<file path="src/rtl/change_dispenser_fsm.sv">
`default_nettype none
// ============================================================================
// Module   : change_dispenser_fsm
// Purpose  : Pays out requested change one coin at a time (dimes first, then
//            nickels) and tracks hopper inventory with refill and short-change.
// Revision : 1.0 - initial release
// ============================================================================
module change_dispenser_fsm #(
    parameter int AMT_W       = 6,
    parameter int CNT_W       = 8,
    parameter int NICKEL_INIT = 0,
    parameter int DIME_INIT   = 0
) (
    input  logic             clk,
    input  logic             rst,
    input  logic             req_valid,
    input  logic [AMT_W-1:0] req_amount,
    output logic             req_ready,
    output logic             out_valid,
    output logic             out_is_dime,
    input  logic             out_ack,
    input  logic             refill_nickel,
    input  logic             refill_dime,
    output logic             done,
    output logic             short,
    output logic [CNT_W-1:0] nickel_cnt,
    output logic [CNT_W-1:0] dime_cnt,
    output logic             exact_change_only
);

    typedef enum logic [1:0] {
        S_IDLE     = 2'd0,
        S_SELECT   = 2'd1,
        S_DISPENSE = 2'd2,
        S_DONE     = 2'd3
    } state_t;

    localparam logic [CNT_W-1:0] c_cnt_max     = {CNT_W{1'b1}};
    localparam logic [CNT_W-1:0] c_nickel_init = CNT_W'(NICKEL_INIT);
    localparam logic [CNT_W-1:0] c_dime_init   = CNT_W'(DIME_INIT);
    localparam logic [AMT_W-1:0] c_amt_one     = AMT_W'(1);
    localparam logic [AMT_W-1:0] c_amt_two     = AMT_W'(2);

    state_t           r_state;
    state_t           w_state_nxt;
    logic [AMT_W-1:0] r_remaining;
    logic [AMT_W-1:0] w_remaining_nxt;
    logic             r_short;
    logic             w_short_nxt;
    logic             r_is_dime;
    logic             w_is_dime_nxt;
    logic [CNT_W-1:0] r_nickel_cnt;
    logic [CNT_W-1:0] r_dime_cnt;
    logic             w_use_nickel;
    logic             w_use_dime;

    assign w_use_dime   = (r_state == S_DISPENSE) && out_ack && r_is_dime;
    assign w_use_nickel = (r_state == S_DISPENSE) && out_ack && !r_is_dime;

    // Refill and consume cancel; a lone refill at full scale is dropped.
    function automatic logic [CNT_W-1:0] cnt_update(
        input logic [CNT_W-1:0] cnt,
        input logic             refill,
        input logic             consume
    );
        logic [CNT_W-1:0] nxt;
        nxt = cnt;
        if (refill && !consume && (cnt != c_cnt_max))
            nxt = cnt + 1'b1;
        else if (!refill && consume)
            nxt = cnt - 1'b1;
        return nxt;
    endfunction

    always_comb begin
        w_state_nxt     = r_state;
        w_remaining_nxt = r_remaining;
        w_short_nxt     = r_short;
        w_is_dime_nxt   = r_is_dime;
        case (r_state)
            S_IDLE: begin
                if (req_valid) begin
                    w_remaining_nxt = req_amount;
                    w_short_nxt     = 1'b0;
                    w_state_nxt     = (req_amount == '0) ? S_DONE : S_SELECT;
                end
            end
            S_SELECT: begin
                if ((r_remaining >= c_amt_two) && (r_dime_cnt != '0)) begin
                    w_is_dime_nxt = 1'b1;
                    w_state_nxt   = S_DISPENSE;
                end else if ((r_remaining >= c_amt_one) && (r_nickel_cnt != '0)) begin
                    w_is_dime_nxt = 1'b0;
                    w_state_nxt   = S_DISPENSE;
                end else begin
                    w_short_nxt = 1'b1;
                    w_state_nxt = S_DONE;
                end
            end
            S_DISPENSE: begin
                if (out_ack) begin
                    w_remaining_nxt = r_remaining - (r_is_dime ? c_amt_two : c_amt_one);
                    w_state_nxt     = (w_remaining_nxt == '0) ? S_DONE : S_SELECT;
                end
            end
            S_DONE: begin
                w_state_nxt = S_IDLE;
            end
            default: begin
                w_state_nxt = S_IDLE;
            end
        endcase
    end

    always_ff @(posedge clk) begin
        if (rst) begin
            r_state      <= S_IDLE;
            r_remaining  <= '0;
            r_short      <= 1'b0;
            r_is_dime    <= 1'b0;
            r_nickel_cnt <= c_nickel_init;
            r_dime_cnt   <= c_dime_init;
        end else begin
            r_state      <= w_state_nxt;
            r_remaining  <= w_remaining_nxt;
            r_short      <= w_short_nxt;
            r_is_dime    <= w_is_dime_nxt;
            r_nickel_cnt <= cnt_update(r_nickel_cnt, refill_nickel, w_use_nickel);
            r_dime_cnt   <= cnt_update(r_dime_cnt, refill_dime, w_use_dime);
        end
    end

    assign req_ready         = (r_state == S_IDLE);
    assign out_valid         = (r_state == S_DISPENSE);
    assign out_is_dime       = (r_state == S_DISPENSE) && r_is_dime;
    assign done              = (r_state == S_DONE);
    assign short             = (r_state == S_DONE) && r_short;
    assign nickel_cnt        = r_nickel_cnt;
    assign dime_cnt          = r_dime_cnt;
    assign exact_change_only = (r_nickel_cnt == '0);

endmodule
`default_nettype wire
</file>
<file path="config.mk">
export PLATFORM = sky130hd
export DESIGN_NAME = change_dispenser_fsm
export DESIGN_NICKNAME = d
export VERILOG_FILES = /design/src/rtl/change_dispenser_fsm.sv
export SDC_FILE = /design/constraint.sdc
export NUM_CORES = 1
export LEC_CHECK = 0
export CAP_MARGIN = 0
export CELL_PAD_IN_SITES_DETAIL_PLACEMENT = 0
export CELL_PAD_IN_SITES_GLOBAL_PLACEMENT = 2
export CORE_ASPECT_RATIO = 1.4
export CORE_MARGIN = 10
export CORE_UTILIZATION = 33
export DETAILED_ROUTE_END_ITERATION = 12
export PLACE_DENSITY_LB_ADDON = 0.1
export SLEW_MARGIN = 20
export SYNTH_ARGS = -nofsm -noshare
export SYNTH_HDL_FRONTEND = slang
export SYNTH_SLANG_ARGS = --single-unit
</file>
<file path="constraint.sdc">
create_clock -name clk -period 6.1 [get_ports clk]
set_clock_uncertainty 0.15 [all_clocks]
set_input_delay 1.22 -clock clk [delete_from_list [all_inputs] [get_ports clk]]
set_output_delay 1.22 -clock clk [all_outputs]
set_load 0.02 [all_outputs]
</file>
==> results_dict.tcl, run 1 <==
set metrics [dict create \
    outcome "complete, no violations" \
    post_cts.repair.setup_buffers 0 \
    grt_usage_pct 11.42 \
    cp.required_ns 6.11 \
    cts_tree "built" \
    die_x_um 85.46 \
    arrival_ns 4.11 \
    ys_ff_latch 26 \
    h-tree-depth 1 \
    clk_pin_slew_ns 0.09 \
    clock-sinks 26 \
    drtIter0Drc 51 \
    wl_met2_mm 2.733 \
    cts.path.max_buffers 2 \
    dp_hpwl_mm 4.137 \
    hold_viol 0 \
    via_per_inst 5.469 \
    synth_enable_flop_cells 0 \
    hold_depth 2 \
    maxUsedRoutingLayer "met4" \
    rsz0062_at_grt "no" \
    ctsResizeCount 0 \
    hold_end "r_short$_SDFFE_PP0P_" \
    rr_worst_depth 8 \
    p_leak_nw 0.9589 \
    dpl_cell_area_sq_um 2356 \
    grt_pass1_wl_mm 9.197 \
    io_pins 34 \
    peakVddDrop_uv 124.1 \
    clkLatencyLatePin_ns 0.27 \
    firstDrtPassIters 5 \
    fillCellCount 613 \
    met1_length_mm 2.337 \
    critPathLaunchType "input port" \
    cp_slowest_cell "o221ai_2" \
    r2r_slack_ns 2.93 \
    tightest_slew_ns 0.8013 \
    antenna_found_initial 0 \
    start_util_pct 33.76 \
    synthArstFlopShare_pct 0 \
    drt-total-wl_mm 5.352 \
    min_period_ns 4.100 \
    synth_area_per_cell_sq_um 8.146 \
    vias 1876 \
    worstSetupEndpointType "register" \
    crit_chain "clkdlybuf4s50_1 > nand3b_1 > o221ai_2 > ha_1 > a211oi_1 > nor3_1 > or3b_2 > nand2_1 > a21oi_1" \
    cts_hold_buf 0 \
    cts_buffers 3 \
    cts_root_buffer "clkbuf_8" \
    die-area_sq_um 9540 \
    rows 33 \
    grt_remaining_overflow 0 \
    crit_type "input port to register" \
    ant_nets 0 \
    portBuffers 33 \
    fin_nets 304 \
    fin_crit_sh_pct 67.22 \
    design_area_sq_um 2411 \
    globalplace.congestion 0.7805 \
    area_growth_pct 21.81 \
    reg2reg_from "r_state[1]$_SDFFE_PP0P_" \
    ys.flop_type "dfxtp_1" \
    route.met3.wl_um 199 \
    setup_violations 0 \
    cp_max_fo 15 \
    syn_area_sq_um 1979 \
    wl_per_cell_um 15.60 \
    power_density_nw_per_um2 248.8 \
    yosysWarningCount 0 \
    max_freq_mhz 243.9 \
    grt_max_degree 34 \
    postLayoutCoreUtil_pct 41.12 \
    dp_slack_ns 1.717 \
    holdWs_ns 0.3225 \
    finalSetupTns_ns 0 \
    slew_headroom_pct 46.58 \
    seq_area_frac_synth_pct 26.30 \
    drc 0 \
    synthCells 243 \
    slew_viol_final 0 \
    grt_pass1_vias 1903 \
    dieHeight_um 111.6 \
    synth_fp_nets 273 \
    critPathMaxStageDelay_ns 0.65 \
    hp-class "register to register" \
    hp-start "r_short$_SDFFE_PP0P_" \
    synth_cell_type_count 58 \
    layout_setup_ws_ns 2.000 \
    r2r-end "nickel_cnt[6]$_SDFFE_PP0P_" \
    diodes 0 \
    layout-drive-gt1-share_pct 6.593 \
    coreArea_sq_um 5863 \
    maxCapViolations 0 \
]
==> how the worst max path moves through the flow <==
stage	startpoint	slack [ns]	cells past startpoint	endpoint
floorplan	out_ack	2.64	8	nickel_cnt[6]$_SDFFE_PP0P_
global placement	out_ack	1.72	9	nickel_cnt[6]$_SDFFE_PP0P_
detailed placement	out_ack	1.72	9	nickel_cnt[6]$_SDFFE_PP0P_
CTS	out_ack	2.01	9	nickel_cnt[6]$_SDFFE_PP0P_
global route	out_ack	1.83	9	nickel_cnt[6]$_SDFFE_PP0P_
finish	out_ack	2.00	9	nickel_cnt[6]$_SDFFE_PP0P_
==> state kept, by name (all words and copies together) (netlist names) <==
register     cells
nickel_cnt       8
dime_cnt         8
r_short          1
r_state          2
r_remaining      6
r_is_dime        1
==> logic make-up after synthesis <==
logic type / Yosys count / synth area share (%)
AO/OA/AOI/OAI: 72 / 24.59
XOR/XNOR: 8 / 3.540
adder cells (fa/ha/maj): 18 / 12.52
buffers and inverters: 22 / 5.120
flip-flops: 26 / 26.30
multiplexers: 1 / 0.5057
AND/OR/NAND/NOR: 96 / 27.43
==> layer usage <==
layer | track usage [%] | up-vias
met5 | 0 | -
met4 | 3.855 | 0
met3 | 2.480 | 6
met2 | 19.94 | 29
met1 | 13.23 | 877
li1 | - | 964
==> cell usage in the layout, fill, tap and decap left out, types with 10 or more instances in the layout <==
| master | n |
|---|---|
| nand2_1 | 18 |
| o21ai_0 | 13 |
| nor2_1 | 18 |
| dfxtp_1 | 26 |
| ha_1 | 15 |
| clkdlybuf4s50_1 | 33 |
| a211oi_1 | 10 |
| a21oi_1 | 21 |
| inv_1 | 14 |
==> through the flow <==
stage	std cells	total power, mW
after floorplan	243	0.4042
after global placement	339	0.4926
after detailed placement	339	0.4926
after CTS	343	0.6103
after global routing	343	0.6535
final	343	0.5999
==> area by class of cell <==
| cell class | instances | area (sq um) | area share [%] |
|---|---|---|---|
| Multi-Input combinational cell | 195 | 1358 | 56.31 |
| Sequential cell | 26 | 520.5 | 21.59 |
| Timing Repair Buffer | 34 | 337.8 | 14.01 |
| Tap cell | 70 | 87.58 | 3.633 |
| Clock buffer | 4 | 55.05 | 2.283 |
| Inverter | 14 | 52.55 | 2.180 |
==> power by group <==
part / leakage (nW) / switching, mW / internal (mW)
logic: 0.716 / 0.136 / 0.123
clock network: 0.0288 / 0.0578 / 0.0578
registers: 0.214 / 0.0340 / 0.192
==> worst max-delay path, delay by kind of cell <==
family | cells | cell delay, ns
AO/OA/AOI/OAI | 3 | 1.14
AND/OR/NAND/NOR | 4 | 0.74
buffers and inverters | 1 | 0.57
adder cells (fa/ha/maj) | 1 | 0.42
==> synthesized netlist by cell type (2+ instances only) <==
cell      number  area, sq um
clkbuf_1       5        18.77
or3b_2         3        26.28
inv_1         14        52.55
fa_1           3        60.06
a21oi_1       21        105.1
nor4_1         4        25.02
or3_1          4        25.02
o211ai_1       4        30.03
a21o_1         3        22.52
xnor2_1        7        61.31
nand2_1       18        67.56
nor2b_1        3        18.77
a211oi_1      10        75.07
a31oi_1        2        12.51
o311ai_0       2        17.52
and3b_1        2        17.52
dfxtp_1       26        520.5
nand3b_1       2        15.01
nor2_1        18        67.56
nor3_1         8        40.04
nand3_1        8        40.04
nand4_1        7        43.79
nand2b_1       4        25.02
buf_6          2        22.52
ha_1          15        187.7
o21a_1         2        15.01
o21ai_0       13        65.06
a21boi_0       3        22.52
Power figures use the tool's default switching activity.
==> inputs of run 2 (changes only) <==
--- a/config.mk
+++ b/config.mk
@@ -10,7 +10,7 @@
 export CELL_PAD_IN_SITES_GLOBAL_PLACEMENT = 2
 export CORE_ASPECT_RATIO = 1.4
 export CORE_MARGIN = 10
-export CORE_UTILIZATION = 33
+export CORE_UTILIZATION = 31
 export DETAILED_ROUTE_END_ITERATION = 12
 export PLACE_DENSITY_LB_ADDON = 0.1
 export SLEW_MARGIN = 20
==> constraint.sdc (replaced) <==
create_clock -name clk -period 4.28 [get_ports clk]
set_clock_uncertainty 0.15 [all_clocks]
set_input_delay 0.856 -clock clk [delete_from_list [all_inputs] [get_ports clk]]
set_output_delay 0.856 -clock clk [all_outputs]
set_load 0.02 [all_outputs]
==> run 2 against run 1 <==
  * Clock-buffer cell count did not move
  * Sequential share of layout area decreased by 0.089 points
  * Worst hold slack gained 0.0085 ns
  * Combinational power up 43%
  * Critical path depth increased by 1
  * First-iteration DRC count fell by 31%
  * Routed wire length grew 2.2%
  * Core utilization shrank 2.1 points
  * Non-clock buffer count up 1
  * Setup slack got worse by 1.1 ns
  * Largest cell class unchanged
==> results_dict.tcl, run 2 (same netlist as run 1, synthesis figures left out) <==
set metrics [dict create \
    coreArea_sq_um 6211 \
    firstDrtPassIters 4 \
    fin_cells 346 \
    vias 1807 \
    ctsResizeCount 0 \
    cp_slowest_cell "clkdlybuf4s50_1" \
    clock-sinks 26 \
    maxCapViolations 0 \
    final_common_cell "clkdlybuf4s50_1" \
    tightest_slew_ns 0.7165 \
    cts_root_buffer "clkbuf_8" \
    rows 34 \
    cts.path.max_buffers 2 \
    seq_area_sq_um 520.5 \
    cts_buffers 3 \
    hold_viol 0 \
    crit_type "input port to register" \
    hp-class "register to register" \
    via_per_inst 5.223 \
    fillCellCount 667 \
    cp_max_fo 15 \
    outcome "complete, no violations" \
    max_freq_mhz 298.7 \
    drt-total-wl_mm 5.471 \
    start_util_pct 31.87 \
    clk_pin_slew_ns 0.11 \
    finalSetupTns_ns 0 \
    rr_worst_depth 9 \
    setup_violations 0 \
    grt_max_degree 34 \
    critPathBufInv 2 \
    globalplace.congestion 0.7594 \
    portBuffers 33 \
    r2r_slack_ns 1.46 \
    layout-drive-gt1-share_pct 6.934 \
    layout_common_cells "33 x clkdlybuf4s50_1, 26 x dfxtp_1, 21 x a21oi_1" \
    worstSetupEndpointType "register" \
    io_pins 34 \
    p_leak_nw 0.9637 \
    multi_input_area_sq_um 1358 \
    grt_usage_pct 11.41 \
    grt_remaining_overflow 0 \
    drtIter0Drc 35 \
    min_period_ns 3.348 \
    path_depth 10 \
    critPathMaxStageDelay_ns 0.56 \
    peakVddDrop_uv 151.6 \
    power_density_nw_per_um2 357.4 \
    post_cts.repair.setup_buffers 0 \
    grt_pass1_wl_mm 9.418 \
    area_growth_pct 22.31 \
    diodes 0 \
    dp_hpwl_mm 4.194 \
    arrival_ns 3.36 \
    fin_nets 305 \
    die_x_um 87.54 \
    crit_chain "clkdlybuf4s50_1 > nand3b_1 > o221ai_2 > buf_4 > ha_1 > a211oi_1 > nor3_1 > or3b_2 > nand2_1 > a21oi_1" \
    hold_depth 2 \
    slew_viol_final 0 \
    slew_headroom_pct 51.95 \
    h-tree-depth 1 \
    ant_nets 0 \
    antenna_found_initial 0 \
    critPathTopFamily "buffers and inverters" \
    wl_per_cell_um 15.81 \
    cts_tree "built" \
    rsz0062_at_grt "no" \
    clkLatencyLatePin_ns 0.28 \
    cp.required_ns 4.29 \
    dp_cells 342 \
    critPathLaunchType "input port" \
    cts_hold_buf 0 \
    fin_crit_sh_pct 78.22 \
    drc 0 \
    grt_pass1_vias 1917 \
    dieHeight_um 114.5 \
    die-area_sq_um 10030 \
]
## run 2: changes by cell type in the layout (fill, tap and decap cells not counted), sizes merged
cell / change
buf: +1
## run 2: area by class of cell
class / count / area share (%)
Clock buffer: 4 / 2.274
Tap cell: 72 / 3.721
Multi-Input combinational cell: 195 / 56.07
Sequential cell: 26 / 21.50
Inverter: 14 / 2.171
Timing Repair Buffer: 35 / 14.26
## run 2: metrics by stage
step | utilization [%] | hold WS [ns] | power, mW | setup slack (ns) | instance area [sq um]
detailed placement | 38.09 | 0.3204 | 0.7040 | 0.6165 | 2366
global route | 38.98 | 0.3643 | 0.9398 | 0.7535 | 2421
global placement | 38.09 | 0.3149 | 0.7071 | 0.6335 | 2366
floorplan | - | 0.2816 | 0.5761 | 1.181 | 1979
CTS | 38.98 | 0.3362 | 0.8794 | 0.9155 | 2421
finish | 38.98 | 0.3311 | 0.8652 | 0.9323 | 2421
## run 2: worst register-to-register path: stages (launching register included)
cell and delay [ns]:
dfxtp_1 0.57, nand3b_1 0.16, o221ai_2 0.17, buf_4 0.25
ha_1 0.31, a211oi_1 0.40, nor3_1 0.10, or3b_2 0.44
nand2_1 0.07, a21oi_1 0.05
## run 2: path summary, 6_finish.rpt
path                           startpoint                          to
setup reg to reg  r_state[1]$_SDFFE_PP0P_  nickel_cnt[6]$_SDFFE_PP0P_
setup / recovery                  out_ack  nickel_cnt[6]$_SDFFE_PP0P_
hold / removal       r_short$_SDFFE_PP0P_        r_short$_SDFFE_PP0P_
hold reg to reg      r_short$_SDFFE_PP0P_        r_short$_SDFFE_PP0P_
## run 2: metal layers
layer | track usage [%] | vias up | routed length, um
met4 | 3.198 | 0 | 47
met5 | 0 | - | 0
met3 | 1.994 | 4 | 198
met1 | 13.34 | 821 | 2358
met2 | 20.38 | 22 | 2867
li1 | - | 960 | -
## run 2: power by group
part	switching, mW	leakage (nW)	internal [mW]
registers	0.0484	0.214	0.273
clock network	0.0901	0.0288	0.0826
logic	0.194	0.720	0.176
